### src/rtl/encoder_pkg.sv
// rtl/encoder_pkg.sv - shared state encoding and default sizing for the encoder round scheduler
package encoder_pkg;

    localparam int N_ROUNDS_DEF = 24;
    localparam int N_STAGES_DEF = 4;
    localparam int TIMEOUT_DEF  = 256;

    localparam logic [2:0] S_IDLE   = 3'd0;
    localparam logic [2:0] S_ISSUE  = 3'd1;
    localparam logic [2:0] S_WAIT   = 3'd2;
    localparam logic [2:0] S_FINISH = 3'd3;
    localparam logic [2:0] S_ERR    = 3'd4;

endpackage

### src/rtl/sched_watchdog.sv
// rtl/sched_watchdog.sv - per-stage response watchdog for the encoder round scheduler
module sched_watchdog #(
    parameter int TIMEOUT = 256
) (
    input  logic clk,
    input  logic rst,
    input  logic clear,
    input  logic enable,
    output logic expired
);

    localparam int W = $clog2(TIMEOUT);

    logic [W-1:0] count;

    always_ff @(posedge clk or negedge rst) begin
        if (!rst) begin
            count <= '0;
        end else if (clear) begin
            count <= '0;
        end else if (enable) begin
            count <= count + 1'b1;
        end
    end

    // Fires on the cycle whose increment brings the count to TIMEOUT-1.
    assign expired = enable && (count == W'(TIMEOUT - 2));

endmodule

### src/rtl/encoder_round_sched.sv
// rtl/encoder_round_sched.sv - sequences N_ROUNDS x N_STAGES datapath stage launches per encode
module encoder_round_sched
    import encoder_pkg::*;
#(
    parameter int N_ROUNDS = N_ROUNDS_DEF,
    parameter int N_STAGES = N_STAGES_DEF,
    parameter int TIMEOUT  = TIMEOUT_DEF
) (
    input  logic       clk,
    input  logic       rst,
    input  logic       start,
    input  logic       abort,
    input  logic       stage_done,
    output logic       stage_start,
    output logic [1:0] stage_sel,
    output logic [4:0] round_idx,
    output logic       buf_sel,
    output logic       ready,
    output logic       busy,
    output logic       done,
    output logic       err
);

    logic [2:0] state;
    logic       wd_clear;
    logic       wd_enable;
    logic       wd_expired;
    logic       last_stage;
    logic       last_round;

    assign last_stage = (stage_sel == 2'(N_STAGES - 1));
    assign last_round = (round_idx == 5'(N_ROUNDS - 1));

    assign wd_clear  = (state != S_WAIT);
    assign wd_enable = (state == S_WAIT) && !stage_done && !abort;

    sched_watchdog #(
        .TIMEOUT (TIMEOUT)
    ) u_watchdog (
        .clk     (clk),
        .rst     (rst),
        .clear   (wd_clear),
        .enable  (wd_enable),
        .expired (wd_expired)
    );

    always_ff @(posedge clk or negedge rst) begin
        if (!rst) begin
            state     <= S_IDLE;
            stage_sel <= '0;
            round_idx <= '0;
            buf_sel   <= 1'b0;
        end else begin
            case (state)
                S_IDLE: begin
                    if (start) begin
                        stage_sel <= '0;
                        round_idx <= '0;
                        buf_sel   <= 1'b0;
                        state     <= S_ISSUE;
                    end
                end
                S_ISSUE: begin
                    state <= abort ? S_IDLE : S_WAIT;
                end
                S_WAIT: begin
                    // Abort beats a completing stage, which in turn beats the watchdog.
                    if (abort) begin
                        state <= S_IDLE;
                    end else if (stage_done) begin
                        buf_sel <= ~buf_sel;
                        if (!last_stage) begin
                            stage_sel <= stage_sel + 2'd1;
                            state     <= S_ISSUE;
                        end else if (!last_round) begin
                            stage_sel <= '0;
                            round_idx <= round_idx + 5'd1;
                            state     <= S_ISSUE;
                        end else begin
                            state <= S_FINISH;
                        end
                    end else if (wd_expired) begin
                        state <= S_ERR;
                    end
                end
                S_FINISH: begin
                    state <= S_IDLE;
                end
                S_ERR: begin
                    if (start) begin
                        state <= S_IDLE;
                    end
                end
                default: begin
                    state <= S_IDLE;
                end
            endcase
        end
    end

    assign stage_start = (state == S_ISSUE);
    assign ready       = (state == S_IDLE);
    assign busy        = (state == S_ISSUE) || (state == S_WAIT) || (state == S_FINISH);
    assign done        = (state == S_FINISH);
    assign err         = (state == S_ERR);

endmodule

### config.mk
export PLATFORM = sky130hd
export DESIGN_NAME = encoder_round_sched
export DESIGN_NICKNAME = d
export VERILOG_FILES = /design/src/rtl/encoder_pkg.sv /design/src/rtl/sched_watchdog.sv /design/src/rtl/encoder_round_sched.sv
export SDC_FILE = /design/constraint.sdc
export NUM_CORES = 1
export LEC_CHECK = 0
export ABC_AREA = 1
export BUFFER_PORTS_ARGS = -buffer_cell sky130_fd_sc_hd__buf_2
export CAP_MARGIN = 30
export CORE_UTILIZATION = 35
export CTS_CLUSTER_DIAMETER = 100
export CTS_CLUSTER_SIZE = 28
export DETAILED_ROUTE_END_ITERATION = 7
export PLACE_DENSITY = 0.62
export SYNTH_ARGS = -nofsm -noshare
export SYNTH_HDL_FRONTEND = slang
export SYNTH_SLANG_ARGS = --single-unit
### constraint.sdc
create_clock -name clk -period 2.9 [get_ports clk]
set_input_delay 0.435 -clock clk [delete_from_list [all_inputs] [get_ports clk]]
set_output_delay 0.435 -clock clk [all_outputs]
set_load 0.05 [all_outputs]
==> metrics <==
status=finished, final reports clean; routed vias=1061; Slew @ Worst Pin=0.468 ns; Final Hold Fails=0; slew margin rel.=68.7%; final setup fails=0; final instance area=1330 um^2; final core occ=42.4%; total track usage=15.5%; maxcap violations=0; largest net degree at the start of global routing=20; initial antenna violation count=0; post-layout min period=1.80 ns; Yosys reg bits=19; Cells after Synth=163; PortBufs=17; DP Area=1300 um^2; H-tree levels=1; worst clock skew=0.00358 ns; drt total wl=2.41 mm; Clk pin slew, worst setup/hold paths=0.12 ns; Layout Cells excl Fill=226; number of nets in the layout=192; Avg Cell Area, Syn=7.30 um^2; HP Class=in2async; pwr/cell area=690 nW/um^2; # diodes=0; VDD IR-drop max=196 uV; First-pass DRT Iterations=4; Placed Cells=222; sequential area share after synthesis=40.0%; routability congestion estimate=0.861; Die W=60.3 um; remaining global-route overflow=0; post-CTS setup buffers=0; Clk Latency, worst-skew pair=0.31 ns; fraction of layout cells with a size suffix above 1=19.2%; Post-Syn Area=1190 um^2; first-pass GRT wire length=4.15 mm; I/O Pins=18; CTS buffer count=3; Initial DRC Count=43; register-to-register setup slack=1.40 ns; Crit. Startpoint=state[0]$_DFFE_PN0P_; DRC Markers=0; Die ar.=3640 um^2; Hold Buf Count CTS=0; FF-to-FF Start=state[0]$_DFFE_PN0P_; worst path required time=2.47 ns; final worst path period share=62.2%; Leak=0.000690 uW; crit end category=output pin; setup TNS=0 ns; row count=20; post-cts repair resize count=0; vias in the first global route=970; die height=60.3 um; Initial Util=38.0%; Clock Tree Root=clkbuf_4; vias per cell=4.69; Post-Syn Nets=172; CTS tree=done; Clock Sinks=19; Post-DRT Antenna Nets=0; library cells used by synthesis=21; CP Data Arrival Time=1.37 ns; core area=3130 um^2; crit-path max FO=4; Layout area overhead=11.5%; routed len/inst=10.7 um; RSZ-0062 raised after global routing=false; Clock Path Buffers=2; CP Launch Type=flip-flop; kind of critical path=reg2out; Synthesis Warnings=0; dpl hpwl=1.82 mm; Pins Over Slew Limit=0; fmax=0.554 GHz
[cells in the final DEF, fill, tap and decap left out, types with 2 or more instances in the layout]
master | Yosys | final
inv_1 | 17 | 17
clkbuf_4 | 0 | 3
nand3b_1 | 2 | 2
nor2_4 | 2 | 2
nand2_2 | 4 | 4
nand4_1 | 5 | 5
ha_1 | 4 | 4
dfrtp_1 | 19 | 19
nor3_1 | 4 | 4
o21ai_1 | 6 | 6
inv_2 | 2 | 2
nor2_1 | 18 | 18
nand3_1 | 18 | 18
nand2_4 | 2 | 2
buf_2 | 0 | 17
nor2_2 | 2 | 2
nand2_1 | 52 | 52
[sequential cells by signal (all words and copies together), names as in the netlist]
name / count
u_watchdog.count: 8
round_idx: 5
stage_sel: 2
buf_sel: 1
state: 3
[worst paths after layout]
path	end	depth (start not counted)
hold reg to reg	buf_sel$_DFFE_PN0P_	3
min in group clk	state[2]$_DFFE_PN0P_	4
setup reg to reg	round_idx[1]$_DFFE_PN0P_	6
setup / recovery	ready	4
max in group asynchronous	u_watchdog.count[1]$_DFFE_PN0P_	1
hold / removal	u_watchdog.count[2]$_DFFE_PN0P_	1
[through the flow]
stage / total power (uW) / setup slack (ns) / hold slack, ns
final: 915 / 1.10 / 0.0440
after floorplan: 717 / 0.807 / 0.139
after global routing: 973 / 0.991 / 0.0718
after detailed placement: 780 / 1.41 / 0.407
after CTS: 922 / 1.09 / 0.0637
after global placement: 770 / 1.45 / 0.401
[synth_stat cells]
cell type  number  area (um^2)
a21oi_1         1         5.00
a21oi_2         1         8.76
buf_12          1         20.0
buf_6           1         11.3
dfrtp_1        19          475
ha_1            4         50.1
inv_1          17         63.8
inv_2           2         7.51
inv_6           1         8.76
nand2_1        52          195
nand2_2         4         25.0
nand2_4         2         22.5
nand3_1        18         90.1
nand3b_1        2         15.0
nand4_1         5         31.3
nor2_1         18         67.6
nor2_2          2         12.5
nor2_4          2         22.5
nor3_1          4         20.0
nor3b_1         1         7.51
o21ai_1         6         30.0
[final cells by class]
cell class / instances / area [um^2]
fillers: 333 / 1800
multi-input cells: 122 / 603
flip-flops and latches: 19 / 475
repair buffers: 17 / 85.1
inverters: 20 / 80.1
well taps: 44 / 55.1
clock buffers: 3 / 22.5
clock inverters: 1 / 5.00
[power breakdown]
| part | switching (uW) | total [uW] | internal [uW] | leakage (uW) |
|---|---|---|---|---|
| logic | 341 | 439 | 97.6 | 0.000410 |
| clock network | 91.2 | 143 | 51.5 | 0.0000177 |
| registers | 39.9 | 334 | 294 | 0.000262 |
| total | 472 | 915 | 443 | 0.000690 |
[cell families after synthesis]
family,Yosys count,share of synthesized area [%]
flops,19,40.0
fa+ha+maj,4,4.21
compound gates,8,3.68
buf+inv,22,9.36
simple gates,110,42.8
[per-layer routing]
layer | wire length [um] | track usage, % | vias to the layer above
met5 | 0 | 0 | -
met1 | 1190 | 20.9 | 470
met2 | 1070 | 24.3 | 27
li1 | - | - | 559
met3 | 95 | 1.95 | 5
met4 | 52 | 7.97 | 0
[critical path, cell delays in order, from the launching register on]
cell and delay, ns:
dfrtp_1 0.46, nor2_4 0.18, nand2_1 0.11, inv_1 0.06, buf_2 0.25
Note: power is estimated with default switching activity, not from simulation.
